`src/rtl/fpu_pkg.sv`:
```
// Shared definitions for the FP operation sequencer.
// Contents:
//   - opcode values (these are also the unit indices)
//   - bit positions inside the 5-bit exception flag vector
//   - sequencer state encoding
//   - canonical quiet-NaN generator
package fpu_pkg;

  localparam logic [2:0] OP_ADD  = 3'd0;
  localparam logic [2:0] OP_MUL  = 3'd1;
  localparam logic [2:0] OP_DIV  = 3'd2;
  localparam logic [2:0] OP_SQRT = 3'd3;
  localparam logic [2:0] OP_CMP  = 3'd4;

  // Flag vector layout: {NV, DZ, OF, UF, NX}
  localparam int FLAG_NV = 4;
  localparam int FLAG_DZ = 3;
  localparam int FLAG_OF = 2;
  localparam int FLAG_UF = 1;
  localparam int FLAG_NX = 0;

  localparam logic [4:0] FLAGS_NONE = 5'b00000;
  localparam logic [4:0] FLAGS_NV   = 5'b10000;

  typedef enum logic [1:0] {
    ST_IDLE  = 2'd0,
    ST_ISSUE = 2'd1,
    ST_WAIT  = 2'd2,
    ST_RESP  = 2'd3
  } seq_state_e;

  // Canonical qNaN: sign 0, 8-bit exponent all ones, fraction MSB set.
  // These are the 9 bits ending one below the sign bit, e.g. 0x7FC00000
  // for a 32-bit word.
  function automatic logic [63:0] canon_nan(input int unsigned width);
    return 64'h1FF << (width - 10);
  endfunction

endpackage

```
`src/rtl/fpu_unit_mux.sv`:
```
// Combinational selection of one attached unit's outputs.
// Ports:
//   sel_i         latched opcode / unit index
//   unit_res_i    packed per-unit results, unit k at [k*WIDTH +: WIDTH]
//   unit_flags_i  packed per-unit flags, unit k at [k*5 +: 5]
//   unit_done_i   per-unit done
//   res_o/flags_o/done_o  outputs of the selected unit (zero if sel_i is
//                         not a valid unit index)
module fpu_unit_mux #(
  parameter int WIDTH     = 32,
  parameter int NUM_UNITS = 5
) (
  input  logic [2:0]                 sel_i,
  input  logic [NUM_UNITS*WIDTH-1:0] unit_res_i,
  input  logic [NUM_UNITS*5-1:0]     unit_flags_i,
  input  logic [NUM_UNITS-1:0]       unit_done_i,
  output logic [WIDTH-1:0]           res_o,
  output logic [4:0]                 flags_o,
  output logic                       done_o
);

  always_comb begin
    res_o   = '0;
    flags_o = '0;
    done_o  = 1'b0;
    for (int k = 0; k < NUM_UNITS; k++) begin
      if (32'(sel_i) == 32'(k)) begin
        res_o   = unit_res_i[k*WIDTH +: WIDTH];
        flags_o = unit_flags_i[k*5 +: 5];
        done_o  = unit_done_i[k];
      end
    end
  end

endmodule

```
`src/rtl/fpu_op_sequencer.sv`:
```
// Issue/retire controller between the host request port and NUM_UNITS FP
// units. One request is latched, the matching unit is activated one-hot,
// its done rising edge (or a timeout) retires the operation, and the result
// is offered over a valid/ready response port. Sticky exception flags
// accumulate every retired response.
// Ports:
//   clk, rst_n                        clock, asynchronous active-low reset
//   req_valid/req_ready               request handshake
//   req_a, req_b, req_op, req_rm      operands, opcode, rounding mode
//   unit_act                          one-hot activate (index = latched op)
//   unit_in1, unit_in2, unit_rm       latched operands / rounding mode
//   unit_done, unit_res, unit_flags   per-unit done, result, flags (packed)
//   unit_cmp                          compare unit {great, eq, less}
//   resp_valid/resp_ready             response handshake
//   resp_data, resp_flags, resp_tmo   result, {NV,DZ,OF,UF,NX}, timeout mark
//   fflags, fflags_clr                sticky flags and their clear
//   busy                              sequencer not idle
//
// Handshake rule: a transfer happens on a rising clock edge where valid and
// ready are both high; valid-side data is held stable until that edge, and
// ready never depends combinationally on valid.
module fpu_op_sequencer
  import fpu_pkg::*;
#(
  parameter int WIDTH     = 32,
  parameter int NUM_UNITS = 5,
  parameter int CMP_UNIT  = 4,
  parameter int TIMEOUT   = 64
) (
  input  logic                       clk,
  input  logic                       rst_n,
  input  logic                       req_valid,
  output logic                       req_ready,
  input  logic [WIDTH-1:0]           req_a,
  input  logic [WIDTH-1:0]           req_b,
  input  logic [2:0]                 req_op,
  input  logic [2:0]                 req_rm,
  output logic [NUM_UNITS-1:0]       unit_act,
  output logic [WIDTH-1:0]           unit_in1,
  output logic [WIDTH-1:0]           unit_in2,
  output logic [2:0]                 unit_rm,
  input  logic [NUM_UNITS-1:0]       unit_done,
  input  logic [NUM_UNITS*WIDTH-1:0] unit_res,
  input  logic [NUM_UNITS*5-1:0]     unit_flags,
  input  logic [2:0]                 unit_cmp,
  output logic                       resp_valid,
  input  logic                       resp_ready,
  output logic [WIDTH-1:0]           resp_data,
  output logic [4:0]                 resp_flags,
  output logic                       resp_tmo,
  output logic [4:0]                 fflags,
  input  logic                       fflags_clr,
  output logic                       busy
);

  localparam int CW = (TIMEOUT > 2) ? $clog2(TIMEOUT) : 1;
  localparam logic [CW-1:0]    CNT_LAST = CW'(TIMEOUT - 1);
  localparam logic [WIDTH-1:0] QNAN     = WIDTH'(canon_nan(WIDTH));

  seq_state_e       state_q, state_d;
  logic [WIDTH-1:0] a_q, a_d, b_q, b_d;
  logic [2:0]       op_q, op_d, rm_q, rm_d;
  logic [CW-1:0]    cnt_q, cnt_d;
  logic             done_prev_q, done_prev_d;
  logic [WIDTH-1:0] data_q, data_d;
  logic [4:0]       flags_q, flags_d;
  logic             tmo_q, tmo_d;
  logic [4:0]       fflags_q, fflags_d;

  logic [WIDTH-1:0] sel_res;
  logic [4:0]       sel_flags;
  logic             sel_done;
  logic             done_edge;
  logic             resp_hs;

  fpu_unit_mux #(
    .WIDTH     (WIDTH),
    .NUM_UNITS (NUM_UNITS)
  ) u_mux (
    .sel_i        (op_q),
    .unit_res_i   (unit_res),
    .unit_flags_i (unit_flags),
    .unit_done_i  (unit_done),
    .res_o        (sel_res),
    .flags_o      (sel_flags),
    .done_o       (sel_done)
  );

  // Only a fresh rising edge retires; a done that was already high when
  // the unit was activated belongs to an older operation.
  assign done_edge = sel_done & ~done_prev_q;
  assign resp_hs   = (state_q == ST_RESP) && resp_ready;

  always_comb begin
    state_d     = state_q;
    a_d         = a_q;
    b_d         = b_q;
    op_d        = op_q;
    rm_d        = rm_q;
    cnt_d       = cnt_q;
    done_prev_d = done_prev_q;
    data_d      = data_q;
    flags_d     = flags_q;
    tmo_d       = tmo_q;

    unique case (state_q)
      ST_IDLE: begin
        if (req_valid) begin
          a_d  = req_a;
          b_d  = req_b;
          op_d = req_op;
          rm_d = req_rm;
          if (32'(req_op) >= NUM_UNITS) begin
            // No unit behind this opcode: answer at once as invalid.
            data_d  = '0;
            flags_d = FLAGS_NV;
            tmo_d   = 1'b0;
            state_d = ST_RESP;
          end else begin
            state_d = ST_ISSUE;
          end
        end
      end

      ST_ISSUE: begin
        done_prev_d = sel_done;
        cnt_d       = '0;
        state_d     = ST_WAIT;
      end

      ST_WAIT: begin
        done_prev_d = sel_done;
        if (cnt_q != CNT_LAST) cnt_d = cnt_q + 1'b1;
        // A done edge on the last counted cycle still wins over timeout.
        if (done_edge) begin
          if (32'(op_q) == CMP_UNIT) begin
            data_d  = WIDTH'(unit_cmp);
            flags_d = sel_flags & FLAGS_NV;
          end else begin
            data_d  = sel_res;
            flags_d = sel_flags;
          end
          tmo_d   = 1'b0;
          state_d = ST_RESP;
        end else if (cnt_q == CNT_LAST) begin
          data_d  = QNAN;
          flags_d = FLAGS_NV;
          tmo_d   = 1'b1;
          state_d = ST_RESP;
        end
      end

      ST_RESP: begin
        if (resp_ready) state_d = ST_IDLE;
      end

      default: state_d = ST_IDLE;
    endcase

    // Clear first, then OR in the retiring flags so a coincident retire
    // is never lost.
    fflags_d = (fflags_clr ? 5'b0 : fflags_q) | (resp_hs ? flags_q : 5'b0);
  end

  always_ff @(posedge clk or negedge rst_n) begin
    if (!rst_n) begin
      state_q     <= ST_IDLE;
      a_q         <= '0;
      b_q         <= '0;
      op_q        <= '0;
      rm_q        <= '0;
      cnt_q       <= '0;
      done_prev_q <= 1'b0;
      data_q      <= '0;
      flags_q     <= '0;
      tmo_q       <= 1'b0;
      fflags_q    <= '0;
    end else begin
      state_q     <= state_d;
      a_q         <= a_d;
      b_q         <= b_d;
      op_q        <= op_d;
      rm_q        <= rm_d;
      cnt_q       <= cnt_d;
      done_prev_q <= done_prev_d;
      data_q      <= data_d;
      flags_q     <= flags_d;
      tmo_q       <= tmo_d;
      fflags_q    <= fflags_d;
    end
  end

  // The activate is decoded from state, so it drops to zero together with
  // the asynchronous reset.
  assign unit_act   = ((state_q == ST_ISSUE) || (state_q == ST_WAIT))
                      ? (NUM_UNITS'(1) << op_q) : '0;
  assign unit_in1   = a_q;
  assign unit_in2   = b_q;
  assign unit_rm    = rm_q;
  assign req_ready  = (state_q == ST_IDLE);
  assign resp_valid = (state_q == ST_RESP);
  assign resp_data  = data_q;
  assign resp_flags = flags_q;
  assign resp_tmo   = tmo_q;
  assign fflags     = fflags_q;
  assign busy       = (state_q != ST_IDLE);

endmodule

```
`config.mk`:
```
export PLATFORM = sky130hd
export DESIGN_NAME = fpu_op_sequencer
export DESIGN_NICKNAME = d
export VERILOG_FILES = /design/src/rtl/fpu_pkg.sv /design/src/rtl/fpu_unit_mux.sv /design/src/rtl/fpu_op_sequencer.sv
export SDC_FILE = /design/constraint.sdc
export NUM_CORES = 1
export LEC_CHECK = 0
export CORE_AREA = 3 3 148 150
export CTS_BUF_LIST = sky130_fd_sc_hd__clkbuf_8 sky130_fd_sc_hd__clkbuf_16
export CTS_CLUSTER_SIZE = 40
export DETAILED_ROUTE_END_ITERATION = 6
export DIE_AREA = 0 0 151 153
export PLACE_DENSITY = 0.68
export SYNTH_ARGS = -nofsm -noshare
export SYNTH_HDL_FRONTEND = slang
export SYNTH_SLANG_ARGS = --single-unit
export TNS_END_PERCENT = 100
```
`constraint.sdc`:
```
create_clock -name clk -period 3.1 [get_ports clk]
set_clock_uncertainty 0.05 [all_clocks]
set_input_delay 0.62 -clock clk [delete_from_list [all_inputs] [get_ports clk]]
set_output_delay 0.62 -clock clk [all_outputs]
set_load 0.01 [all_outputs]
```
# Yosys cells after proc, flatten, opt, wreduce, memory -nomap -nowiden

Cells that the tools add are included.

Output and inout bits: 118
Bits in registers: 122
Logic and storage cells: 85
Bits of input ports: 268

$add $sub $neg: 1
Equality and inequality tests: 14
Bitwise logic cells: 3
Shift-type cells: 1
Reduce and logical (&&, ||, !) cells: 12
Mux-type cells: 42
Magnitude comparators: 1

Operators by type and width:

| operator              | number |
|---|---|
| $mux W32              | 9 |
| $pmux W32 S2          | 1 |
| $mux W5               | 12 |
| $pmux W6 S2           | 1 |
| $mux W2               | 5 |
| $pmux W5 S2           | 1 |
| $mux W1               | 9 |
| $pmux W2 S4           | 1 |
| $add A6 B1 Y6 const B | 1 |
| $eq A3 B2 Y1 const B  | 2 |
| $eq A6 B6 Y1 const B  | 1 |
| $mux W6               | 1 |
| $ne A6 B6 Y1 const B  | 1 |
| $reduce_bool A2 Y1    | 3 |
| $or A5 B5 Y5          | 1 |
| $shl A1 B3 Y5 const A | 1 |
| $eq A2 B2 Y1 const B  | 2 |
| $mux W4               | 1 |
| $ne A2 B1 Y1 const B  | 2 |
| $ne A2 B2 Y1 const B  | 2 |
| $reduce_and A2 Y1     | 2 |
| $reduce_and A4 Y1     | 1 |
| $eq A3 B1 Y1 const B  | 1 |
| $eq A3 B3 Y1 const B  | 1 |
| other kinds (12)      | 12 |

# Logic depth before layout (Yosys ltp)

Word-level depth: 9
Mapped depth: 9
Mapped depth without buffers: 7

# Modules after synthesis

From an unflattened synthesis, not the netlist that was laid out.

Cell total of the unflattened synthesis: 565
Area total of the unflattened synthesis: 6,338.6 um^2

By module, submodules not included:

| module           | cells an instance | sequential area each (um^2) | area each (um^2) | instances |
|---|---|---|---|---|
| fpu_op_sequencer | 340               | 3,052.9                     | 4,852.2          | 1 |
| fpu_unit_mux     | 225               | 0.0                         | 1,486.4          | 1 |

# Worst setup path before layout

Ideal clock, no wire load.

Path kind: register -> output
Start: register op_q[1]
End: output port unit_act[2]
Buffers on the path: 3
Cell stages (with the launch flop): 5
Arrival time: 1.427 ns
Required time: 2.430 ns
Slack: 1.003 ns
Cell sequence: dfrtp_1 -> buf_2 -> buf_1 -> clkbuf_1 -> nor3b_1

Word-level cells in the longest chain between the ends: 2

Ends and longest elaborated chain:

| item                     | RTL line                | text |
|---|---|---|
| start: declaration       | fpu_op_sequencer.sv:62  | `logic [2:0] op_q, op_d, rm_q, rm_d;` |
| start signal: assignment | fpu_op_sequencer.sv:182 | `op_q <= op_d;` |
| $shl A1 B3 Y5            | fpu_op_sequencer.sv:196 | `? (NUM_UNITS'(1) << op_q) : '0;` |
| $mux W5                  | fpu_op_sequencer.sv:196 |  |
| end: declaration         | fpu_op_sequencer.sv:38  | `output logic [NUM_UNITS-1:0] unit_act,` |

Every way passes these cells.

# Worst setup path after layout

Start: register state_q[1]
End: output port unit_act[1]

Word-level cells in the longest chain between the ends: 3
Elaborated cells between the ends (all ways): 4
Those cells by class: eq/ne: 2; mux: 1; reduce/logical: 1

Ends and longest elaborated chain:

| item                                         | RTL line                | text |
|---|---|---|
| start: declaration                           | fpu_op_sequencer.sv:60  | `seq_state_e state_q, state_d;` |
| start signal: assignment                     | fpu_op_sequencer.sv:179 | `state_q <= state_d;` |
| $eq A2 B1 Y1 or $eq A2 B2 Y1 (tied branches) | fpu_op_sequencer.sv:195 | `assign unit_act = ((state_q == ST_ISSUE) \|\| (state_q == ST_WAIT))` |
| $logic_or A1 B1 Y1 *                         | fpu_op_sequencer.sv:195 |  |
| $mux W5 *                                    | fpu_op_sequencer.sv:196 |  |

Mark *: on every way between the ends. The rest lies on a longest branch, timed or not.

==> impl_metrics.tcl <==
set metrics [dict create \
    htree_num_levels 4 \
    post_synthesis_net_count 801 \
    synth.mux.area_fraction 0.250 \
    grt_pass1_vias 5622 \
    power_frac_clock 0.223 \
    drt_iter0_drc 180 \
    syn-cell-area_mm2 0.00616 \
    number_of_standard_cell_rows_in_the_floorplan 53 \
    route.final.wire_length_um 20400 \
    fin_ws_ps 158 \
    prevailing_post_synth_register_cell "sky130_fd_sc_hd__dfrtp_1" \
    core_mm2 0.0208 \
    design.portCount 386 \
    post_layout_nonfiller_instances 1163 \
    pin_count_of_the_biggest_net_entering_global_routing 56 \
    grtUsageTotal 0.173 \
    placed_cells_incl_taps 1131 \
    report.final.hold_viol_count 0 \
    worst_slew_pin_slew_ps 954 \
    clk_pin_slew_worst_paths_ps 60 \
    ys_types 49 \
    postCtsResizedCells 0 \
    static-leakage-power_nw 4.27 \
    power.switching_fraction 0.349 \
    synthesis.yosys.warnings 0 \
    detail-route-antenna-nets 0 \
    power.sequential.fraction 0.284 \
    synth-seq-cells 122 \
    port_buffers 349 \
    clock.fmax_mhz 340 \
    clkSinkCount 122 \
    max_stage_delay_ps 570 \
    drt_drc_violations_left 0 \
    synth-edff-count 0 \
    die_width_um 151 \
    timing.critical_path.cells "inv_1 > ha_1 > nand2_1 > nor3b_1 > clkdlybuf4s50_1" \
    critical_path_required_ps 2430 \
    run_status "finished, final reports clean" \
    r2r_start "op_q[0]$_DFFE_PN0P_" \
    antennaDiodeCount 0 \
    power.share.combinational 0.493 \
    worstSetupStartpoint "state_q[1]$_DFFE_PN0P_" \
    layout.cells.most_common_list "sky130_fd_sc_hd__clkdlybuf4s50_1 (348), sky130_fd_sc_hd__mux2_2 (123), sky130_fd_sc_hd__dfrtp_1 (120)" \
    avgSynthCellArea_um2 11.7 \
    ir_drop_mv 0.340 \
    cp.arrival_ps 2270 \
    critical_path_buf_inv_count 2 \
    startpoint_kind_of_the_worst_setup_timing_path "flop" \
    timing.max_cap.violations 0 \
    timing.final.max_slew_violations 0 \
    slew_headroom 0.362 \
    holdWs_ps 105 \
    die_h_um 153 \
    postCtsSetupBuffers 0 \
    post-route-min-period_ps 2940 \
    layout.nets 1148 \
    cell_internal_pwr_w 0.00616 \
    cts-buffers-inserted 17 \
    synth_top_family_by_area "multiplexers" \
    ys_seq_area_frac 0.495 \
    postSynth.asyncResetShare 1.00 \
    cts_tree "built" \
    synth_compound_gate_area_share 0.131 \
    dp_slack_ps 320 \
    netsw_w 0.00330 \
    firstDrtPassIters 4 \
    cts_root_buf "sky130_fd_sc_hd__clkbuf_16" \
    cts_hold_buffers 0 \
    floorplan.initialDensity 0.296 \
    grt_pass1_wl_um 31200 \
    synthSimpleGateAreaFrac 0.0743 \
    post_synth_xor_area_fraction 0 \
    worstHoldPathType "input port to asynchronous set/reset pin" \
    layout.cell_area.non_filler_mm2 0.0106 \
    areaGrowthSynthToFinish_pct 72.2 \
    cts.path.max_buffers 2 \
    final_min_period_over_clock_period 0.949 \
    vias_per_cell 4.75 \
    grt_setup_unrepaired "false" \
    setup_viol_count_final 0 \
    power.density_mw_per_mm2 891 \
    syn-instance-count 528 \
    postPlaceCellArea_mm2 0.00999 \
    detailed_place_hpwl_um 15800 \
    avgRoutedWirePerCell_um 17.6 \
    timing.critical_path.to_type "primary output" \
    timing.critical_path.fanout_max 5 \
    layout.cells.most_common "sky130_fd_sc_hd__clkdlybuf4s50_1" \
    clk_latency_ps 410 \
    routed-via-count 5528 \
    antenna_violations_before_repair 0 \
    crit_path_top_delay_cell "sky130_fd_sc_hd__clkdlybuf4s50_1" \
    critical-path-top-delay-family "buffers and inverters" \
    criticalPathCategory "flop to primary output" \
    grt_ovf 0 \
    layout-drive-gt1-share 0.216 \
    final.setup.tns_ps 0 \
    dieArea_mm2 0.0231 \
    synth_adder_area_share 0.0101 \
    gp_routability_congestion 0.773 \
]
==> cells by family (layout without fill, tap and decap cells) <==
logic type	Yosys count	after routing
multiplexers	134	134
flip-flops	122	122
AO/OA/AOI/OAI	118	118
AND/OR/NAND/NOR	97	97
buffers and inverters	52	412
adder cells (fa/ha/maj)	5	5
==> power groups by stage <==
stage | Clock (W) | Sequential [W] | Combinational, W
finish | 0.00211 | 0.00269 | 0.00466
detailed placement | 0 | 0.00272 | 0.00472
global route | 0.00225 | 0.00279 | 0.00505
floorplan | 0 | 0.00284 | 0.00237
global placement | 0 | 0.00269 | 0.00469
CTS | 0.00218 | 0.00270 | 0.00473
==> worst reg2reg max path: cells and delay by family, from the launching register on <==
| family | cells | cell delay (ps) |
|---|---|---|
| and+or+nand+nor | 3 | 590 |
| DFF | 1 | 670 |
| AOI/OAI and AO/OA | 1 | 400 |
| buffers and inverters | 1 | 340 |
| muxes | 1 | 340 |
==> through the flow <==
stage	utilization	power (W)
detailed placement	0.480	0.00745
CTS	0.510	0.00961
floorplan	-	0.00522
global route	0.510	0.0101
finish	0.510	0.00946
global placement	0.480	0.00737
==> sequential cells by signal, indices dropped and copies added, names as in the netlist <==
| name | flops |
|---|---|
| resp_data | 32 |
| unit_in1 | 32 |
| unit_in2 | 32 |
| cnt_q | 6 |
| fflags | 5 |
| resp_flags | 5 |
| op_q | 3 |
| unit_rm | 3 |
| state_q | 2 |
| done_prev_q | 1 |
| resp_tmo | 1 |
==> layer usage <==
metal | wire length (um) | share of wire | global-route usage
met1 | 8130 | 0.40 | 0.201
met2 | 10100 | 0.49 | 0.295
met3 | 1910 | 0.094 | 0.0673
met4 | 306 | 0.015 | 0.0509
met5 | 0 | 0 | 0
==> synth_stat cells (all sizes together) (2+ instances only) <==
library cell | instances | area share
mux2 | 126 | 0.23
dfrtp | 122 | 0.50
nand2 | 45 | 0.027
o21ai | 35 | 0.028
o22ai | 33 | 0.033
o31ai | 27 | 0.038
buf | 25 | 0.023
nor2 | 19 | 0.012
inv | 15 | 0.0091
clkbuf | 12 | 0.0073
nand3 | 12 | 0.0097
nor3 | 7 | 0.0073
a21oi | 6 | 0.0049
ha | 5 | 0.010
mux2i | 5 | 0.0081
a22oi | 3 | 0.0037
mux4 | 3 | 0.011
nor2b | 3 | 0.0030
a211oi | 2 | 0.0045
a21o | 2 | 0.0024
nor3b | 2 | 0.0024
nor4b | 2 | 0.0039
o221ai | 2 | 0.0028
or3b | 2 | 0.0032
==> path summary, 6_finish.rpt <==
path	endpoint	slack, ps	cells past startpoint
min	unit_in1[27]$_DFFE_PN0P_	100	1
max reg2reg	state_q[1]$_DFFE_PN0P_	600	6
max in group asynchronous	resp_data[9]$_DFFE_PN0P_	2180	2
min reg2reg	resp_data[14]$_DFFE_PN0P_	430	2
max	unit_act[1]	160	5
min in group clk	resp_data[14]$_DFFE_PN0P_	430	2
==> layout make-up <==
type | count | area, um^2
Timing Repair Buffer | 365 | 3650
Tap cell | 275 | 344
Fill cell | 1920 | 10200
Sequential cell | 122 | 3060
Clock buffer | 17 | 425
Inverter | 15 | 56.3
Multi-Input combinational cell | 354 | 2880
Clock inverter | 15 | 201
Power figures use the tool's default switching activity.
